**config.mk**
```make
export PLATFORM = sky130hd
export DESIGN_NAME = sn74ls31_tapline
export DESIGN_NICKNAME = d
export VERILOG_FILES = /design/src/rtl/sn74ls31_tapline.sv
export SDC_FILE = /design/constraint.sdc
export NUM_CORES = 1
export LEC_CHECK = 0
export ABC_AREA = 1
export BUFFER_PORTS_ARGS = -buffer_cell sky130_fd_sc_hd__buf_2
export CAP_MARGIN = 40
export CORE_AREA = 2 2 50 52
export CTS_CLUSTER_DIAMETER = 60
export DETAILED_ROUTE_END_ITERATION = 10
export DIE_AREA = 0 0 52 54
export GPL_ROUTABILITY_DRIVEN = 0
export GPL_TIMING_DRIVEN = 0
export HOLD_SLACK_MARGIN = 0.08
export PLACE_DENSITY = 0.76
export SLEW_MARGIN = 20
export SYNTH_ARGS = -nofsm -noshare
export SYNTH_HDL_FRONTEND = slang
export SYNTH_SLANG_ARGS = --single-unit
```
**constraint.sdc**
```tcl
create_clock -name clk -period 2.4 [get_ports clk]
set_input_delay 0.24 -clock clk [delete_from_list [all_inputs] [get_ports clk]]
set_output_delay 0.24 -clock clk [all_outputs]
set_load 0.02 [all_outputs]
```
**src/rtl/sn74ls31_tapline.sv**
```systemverilog
// sn74ls31_tapline: clocked tapped delay line with glitch filter, modelled on the LS31 delay element
// Ports: clk system clock; clr_n async active-low clear; a async input; en stage enable;
//        tap delay tap select; y filtered delayed output (inverted when INVERT=1);
//        yd raw tapped value; rise/fall one-cycle pulses on y going 0->1 / 1->0
module sn74ls31_tapline #(
    parameter int DEPTH  = 8,
    parameter int MINW   = 2,
    parameter int INVERT = 1
) (
    input  logic       clk,
    input  logic       clr_n,
    input  logic       a,
    input  logic       en,
    input  logic [3:0] tap,
    output logic       y,
    output logic       yd,
    output logic       rise,
    output logic       fall
);
    typedef enum logic [1:0] {LO, LO_CHK, HI, HI_CHK} state_t;
    localparam logic [3:0] LAST = 4'(DEPTH - 1);
    localparam logic [3:0] LIM  = 4'(MINW - 1);
    localparam logic       INV  = 1'(INVERT);
    state_t           state_q, state_d;
    logic             s1_q, s2_q;
    logic [DEPTH-1:0] sr_q, sr_d;
    logic [3:0]       cnt_q, cnt_d;
    logic             filt_q, filt_d;
    logic             rise_q, rise_d, fall_q, fall_d;
    logic [3:0]       tap_eff;
    logic [15:0]      sr_ext;
    logic             tapped;
    always_ff @(posedge clk or negedge clr_n) begin
        if (!clr_n) begin
            s1_q    <= 1'b0;
            s2_q    <= 1'b0;
            sr_q    <= '0;
            state_q <= LO;
            cnt_q   <= '0;
            filt_q  <= 1'b0;
            rise_q  <= 1'b0;
            fall_q  <= 1'b0;
        end else begin
            s1_q    <= a;
            s2_q    <= s1_q;
            sr_q    <= sr_d;
            state_q <= state_d;
            cnt_q   <= cnt_d;
            filt_q  <= filt_d;
            rise_q  <= rise_d;
            fall_q  <= fall_d;
        end
    end
    // Out-of-range taps clamp to the last stage; the padded copy keeps the index width uniform.
    always_comb begin
        tap_eff = (tap > LAST) ? LAST : tap;
        sr_ext  = 16'(sr_q);
        tapped  = sr_ext[tap_eff];
        sr_d    = en ? {sr_q[DEPTH-2:0], s2_q} : sr_q;
    end
    // A level change must persist MINW enabled cycles at the tap before filt follows it.
    always_comb begin
        state_d = state_q;
        cnt_d   = cnt_q;
        filt_d  = filt_q;
        if (en) begin
            case (state_q)
                LO: if (tapped) begin
                    if (MINW == 1) begin
                        state_d = HI;
                        filt_d  = 1'b1;
                    end else begin
                        state_d = LO_CHK;
                        cnt_d   = 4'd1;
                    end
                end
                LO_CHK: if (!tapped) begin
                    state_d = LO;
                    cnt_d   = '0;
                end else if (cnt_q == LIM) begin
                    state_d = HI;
                    cnt_d   = '0;
                    filt_d  = 1'b1;
                end else begin
                    cnt_d = cnt_q + 4'd1;
                end
                HI: if (!tapped) begin
                    if (MINW == 1) begin
                        state_d = LO;
                        filt_d  = 1'b0;
                    end else begin
                        state_d = HI_CHK;
                        cnt_d   = 4'd1;
                    end
                end
                default: if (tapped) begin
                    state_d = HI;
                    cnt_d   = '0;
                end else if (cnt_q == LIM) begin
                    state_d = LO;
                    cnt_d   = '0;
                    filt_d  = 1'b0;
                end else begin
                    cnt_d = cnt_q + 4'd1;
                end
            endcase
        end
    end
    // Edge pulses follow the output pin's polarity, so they line up with the change on y.
    always_comb begin
        rise_d = (filt_d != filt_q) & (filt_d ^ INV);
        fall_d = (filt_d != filt_q) & ~(filt_d ^ INV);
        y      = filt_q ^ INV;
        yd     = tapped;
        rise   = rise_q;
        fall   = fall_q;
    end
endmodule
```
After elaboration in Yosys (flattened, before gate mapping). Cells that the tools add are included.

Add/subtract/negate cells: 1. Magnitude comparators: 2. Eq/ne operators: 7. Multiplexer cells: 22. Bitwise gates (word level): 4. Reduce and logical (&&, ||, !) cells: 5.

Operators by type and width (count): two-way mux 4 bit (6); two-way mux 2 bit (6); case mux 4 bit (3 select lines) (1); two-way mux 1 bit (6); case mux 2 bit (3 select lines) (1); < comparator 4 x 5 -> 1 bit, second input constant (1); AND reduction 5 bit (1); adder 4 x 1 -> 4 bit, second input constant (1); binary-select mux 1 bit (select 4 bit) (1); == test 4 x 1 -> 1 bit, second input constant (1); > comparator 4 x 3 -> 1 bit, second input constant (1); inequality test 2 bit, second input constant (2); nonzero test 4 bit (1); inequality test 3 bit, second input constant (1); AND reduction 3 bit (1); bitwise AND 1 bit (2); == test 2 x 1 -> 1 bit, second input constant (1); == test 2 bit, second input constant (1); zero test 2 bit (1); NOT 1 bit (2); case mux 1 bit (2 select lines) (1); OR reduction 2 bit (1); inequality test 1 bit (1).

Flip-flop bits (word level): 19. Input bits: 8. Output and inout bits: 4. Logic and storage cells: 49.

Depth between registers and ports, before layout.
Depth after elaboration: 9. Depth in mapped cells: 12. Gate-level depth less buffers: 12.

Worst setup path after synthesis. OpenSTA, ideal clock, no wires.

Path type: register to register. Start point: register state_q[0]. End point: register fall_q (netlist: fall). Setup time: 0.115 ns. Data arrival time: 1.256 ns. Required time: 2.285 ns. Setup slack: 1.029 ns. Cell stages (with the launch flop): 11. Buffers on the path: 0. Clock period less this slack: 1.371 ns. Cell sequence: dfrtp_1 -> inv_1 -> ha_1 -> nor2_1 -> inv_1 -> a21oi_1 -> nor2_1 -> nand2_1 -> nand2_1 -> nand3_1 -> inv_1.

Word-level cells in the longest chain between the ends: 6. Elaborated cells on any way between the ends: 8. Those cells by class: eq/ne: 3; mux: 2; bitwise: 1; reduce/logical: 2.

Ends and longest elaborated chain: start: declaration (line 24) `state_t state_q, state_d;`; start signal: assignment (line 47) `state_q <= state_d;`; == test 2 bit or zero test 2 bit (tied branches) (line 67) `case (state_q)`; OR reduction 2 bit (no line); case mux 1 bit (2 select lines) * (line 67); two-way mux 1 bit * (line 66) `if (en) begin`; inequality test 1 bit (line 112) `fall_d = (filt_d != filt_q) & ~(filt_d ^ INV);`; bitwise AND 1 bit * (line 112); via fall_d (line 29) `logic rise_q, rise_d, fall_q, fall_d;`; end signal: assignment (line 51) `fall_q <= fall_d;`; end: declaration (line 29).

Mark *: on every way through the listed nets, which the timed path passes. The rest lies on a longest branch. A chain may end at the register's enable or synchronous reset.

Final worst setup path.
Start point: register sr_q[4]. End point: output port yd.

Word-level cells in the longest chain between the ends: 2.

Ends and longest elaborated chain: start: declaration (line 26) `logic [DEPTH-1:0] sr_q, sr_d;`; start signal: assignment (line 46) `sr_q <= sr_d;`; binary-select mux 1 bit (select 4 bit) (line 58) `tapped = sr_ext[tap_eff];`; two-way mux 1 bit (implied by the code) (line 58); end: declaration (line 16) `output logic yd,`.

Every way passes these cells. The select of a mux whose other input is x is not followed.

==> qor.json <==
{
  "critical_path.startpoint_type": "register",
  "detail_routed_via_count_per_cell": 5.04,
  "avgRoutedWirePerCell_um": 11.4,
  "worstHoldPathType": "input pin to register",
  "critical_path.cell_chain": "clkinv_1, nor2_1, nor2_1, nand2_1, nand3_2, nand2_4, buf_2",
  "worst_pin_slew_ns": 0.412,
  "synth_enable_flop_cells": 0,
  "fin_nets": 189,
  "ioPinCount": 12,
  "floorplan.die_area_um2": 2810,
  "synth_async_sr_flop_share_pct": 100,
  "cts.htree.levels": 1,
  "r2r_setup_slack_ns": 0.78,
  "final_layout_size_suffix_gt1_share_pct": 19.0,
  "rr_startpoint": "cnt_q[0]",
  "postRouteAntennaNets": 0,
  "initial_antenna_violation_count": 0,
  "post-cts-setup-buffer-count": 0,
  "synth_cell_type_count": 22,
  "dp_hpwl_um": 1780,
  "post_layout_nonfiller_instances": 204,
  "antenna_cells": 0,
  "synth.net_count": 171,
  "yosysWarningCount": 0,
  "tritoncts_num_sinks": 19,
  "unrepaired_setup_endpoints_after_global_routing": "no",
  "cts_max_path_buffers": 2,
  "detail_route.iter0.violations": 16,
  "cts_tree": "done",
  "finalSetupViolations": 0,
  "floorplan.initialDensity_pct": 50.9,
  "syn-mean-instance-area_um2": 7.52,
  "die_w_um": 52,
  "critical_path.startpoint": "sr_q[4]",
  "std_cell_rows": 18,
  "timing.critical_path.depth": 7,
  "drc_violation_count_after_routing": 0,
  "worstPathArrival_ns": 1.46,
  "critical-path-slowest-cell": "sky130_fd_sc_hd__dfrtp_1",
  "grt_first_pass_wirelength_um": 3970,
  "synth_area_um2": 1180,
  "cp-endpoint": "yd",
  "rr_endpoint": "cnt_q[1]",
  "end_kind": "output port",
  "chipHeight_um": 54,
  "design.core.area_um2": 2320,
  "crit_buf_inv": 2,
  "skew_ns": 0.00888,
  "yosys_most_used_dff": "sky130_fd_sc_hd__dfrtp_1",
  "routed-via-count": 1029,
  "clk_latency_worst_skew_pair_ns": 0.30,
  "grt_max_degree": 20,
  "fmaxAchievable_mhz": 587,
  "slowest_stage_delay_cp_ns": 0.36,
  "cell_count_of_the_worst_hold_path": 4,
  "maxSlewHeadroom_pct": 72.6,
  "tns_ns": 0,
  "cp_top_family": "simple AND/OR/NAND/NOR gates",
  "count_of_buffers_inserted_at_the_top_level_ports": 11,
  "power.density_nw_per_um2": 917,
  "cp_max_fo": 8,
  "ys_seq_area_share_pct": 40.3,
  "post_cts_hold_buffer_count": 2,
  "grt-ovfl-total": 0,
  "drt-pass1-iter-count": 4,
  "clk_root_buffer_cell": "sky130_fd_sc_hd__clkbuf_4",
  "cts.clk_slew.worst_paths_ns": 0.12,
  "final-max-slew-violation-count": 0,
  "grt_util_all_layers_pct": 19.0,
  "postSynthRegisterBits": 19,
  "critical-path-top-cell-by-count": "sky130_fd_sc_hd__nor2_1",
  "finalCriticalPeriod_ns": 1.70,
  "fillCellCount": 230,
  "status": "completed",
  "cp_data_required_time_ns": 2.16,
  "route.final.wire_length_um": 2320,
  "leakagePower_nw": 0.704,
  "drv_cap": 0,
  "cts_inserted_buffers": 3,
  "synthCells": 157,
  "vias_in_the_first_global_route": 988,
  "ir_drop_uv": 657,
  "cts_repair_resize_count": 0,
  "final-hold-violation-count": 0,
  "timing.reg2reg.worst_path_depth": 8,
  "area_delta_synth_final_pct": 11.9,
  "placed_cells": 198,
  "period_share_pct": 70.9,
  "critical_path_class": "register to output port"
}
[tightest hold or removal path: stages]
cell and delay, ns:
sky130_fd_sc_hd__buf_2 0.13, sky130_fd_sc_hd__nand3_4 0.12, sky130_fd_sc_hd__nand2_1 0.05, sky130_fd_sc_hd__nand2_1 0.06
[stage by stage]
stage | hold slack, ns | total power, mW | utilization, % | area, um^2 | worst slack, ns
6_report | 0.318 | 1.21 | 57.0 | 1320 | 0.698
5_1_grt | 0.364 | 1.32 | 57.0 | 1320 | 0.601
4_1_cts | 0.328 | 1.21 | 57.0 | 1320 | 0.704
3_5_place_dp | 0.199 | 1.05 | 54.9 | 1270 | 0.817
3_3_place_gp | 0.190 | 1.02 | 54.9 | 1270 | 0.870
2_1_floorplan | -0.0556 | 0.905 | - | 1180 | 1.03
[power by group]
part	total [mW]	switching, mW	internal (mW)	leakage (nW)
logic	0.595	0.393	0.201	0.452
clock network	0.166	0.104	0.0621	0.0177
registers	0.451	0.0602	0.391	0.234
total	1.21	0.558	0.654	0.704
[cells in the mapped netlist (3+ instances only)]
cell type | instances | area, um^2
sky130_fd_sc_hd__nand2_2 | 4 | 25.0
sky130_fd_sc_hd__a21oi_1 | 7 | 35.0
sky130_fd_sc_hd__dfrtp_1 | 19 | 475
sky130_fd_sc_hd__ha_1 | 6 | 75.1
sky130_fd_sc_hd__clkbuf_1 | 3 | 11.3
sky130_fd_sc_hd__o21ai_1 | 3 | 15.0
sky130_fd_sc_hd__inv_1 | 14 | 52.6
sky130_fd_sc_hd__nand2_1 | 41 | 154
sky130_fd_sc_hd__nor2_1 | 20 | 75.1
sky130_fd_sc_hd__nand3_1 | 13 | 65.1
sky130_fd_sc_hd__nand3_2 | 4 | 40.0
sky130_fd_sc_hd__o21ai_0 | 6 | 30.0
sky130_fd_sc_hd__inv_2 | 5 | 18.8
[registers in the layout, indices dropped and copies added, names as in the netlist, named ones only]
signal   cells
s1_q         1
sr_q         8
state_q      1
s2_q         1
rise         1
fall         1
filt_q       1
cnt_q        4
[layout make-up]
type / instances / area, um^2 / share of cell area [%]
Buffer: 3 / 11.3 / 0.852
Clock buffer: 3 / 22.5 / 1.70
Clock inverter: 1 / 5.00 / 0.379
Inverter: 21 / 78.8 / 5.97
Multi-Input combinational cell: 114 / 616 / 46.6
Sequential cell: 19 / 475 / 36.0
Tap cell: 30 / 37.5 / 2.84
Timing Repair Buffer: 13 / 75.1 / 5.68
[cell families after synthesis]
family,after synthesis,synth area share (%)
flops,19,40.3
xor+xnor,2,1.48
compound gates,18,8.05
buf+inv,24,7.63
fa+ha+maj,6,6.36
simple gates,88,36.2
[layer usage]
layer  GRT usage (%)  vias to the layer above  wire [um]
met5               0                        -          0
met4            8.33                        0         34
met3            1.67                        4        114
met2            31.6                       29       1060
met1            25.4                      466       1110
li1                -                      530          -
[worst min-delay path by stage]
| stage | start | to |
|---|---|---|
| 4_1_cts | en | cnt_q[0] |
| 6_report | en | cnt_q[0] |
| 2_1_floorplan | clr_n | asynchronous set/reset pin |
| 5_1_grt | en | cnt_q[2] |
| 3_5_place_dp | clr_n | sr_q[0] |
| 3_3_place_gp | clr_n | sr_q[0] |
[placed cells by master, fill, tap and decap left out, types with 2 or more instances in the layout]
cell type / count
sky130_fd_sc_hd__dfrtp_1: 19
sky130_fd_sc_hd__dlygate4sd3_1: 2
sky130_fd_sc_hd__ha_1: 6
sky130_fd_sc_hd__nor2_4: 2
sky130_fd_sc_hd__nand3_1: 13
sky130_fd_sc_hd__o21ai_0: 6
sky130_fd_sc_hd__nand2_2: 4
sky130_fd_sc_hd__nor2_1: 20
sky130_fd_sc_hd__o21ai_1: 3
sky130_fd_sc_hd__nand2_4: 2
sky130_fd_sc_hd__inv_2: 5
sky130_fd_sc_hd__inv_1: 14
sky130_fd_sc_hd__clkbuf_1: 3
sky130_fd_sc_hd__buf_2: 11
sky130_fd_sc_hd__clkbuf_4: 3
sky130_fd_sc_hd__a21oi_1: 7
sky130_fd_sc_hd__clkinv_1: 2
sky130_fd_sc_hd__nand3_2: 4
sky130_fd_sc_hd__nand2_1: 41
Power figures use the tool's default switching activity.
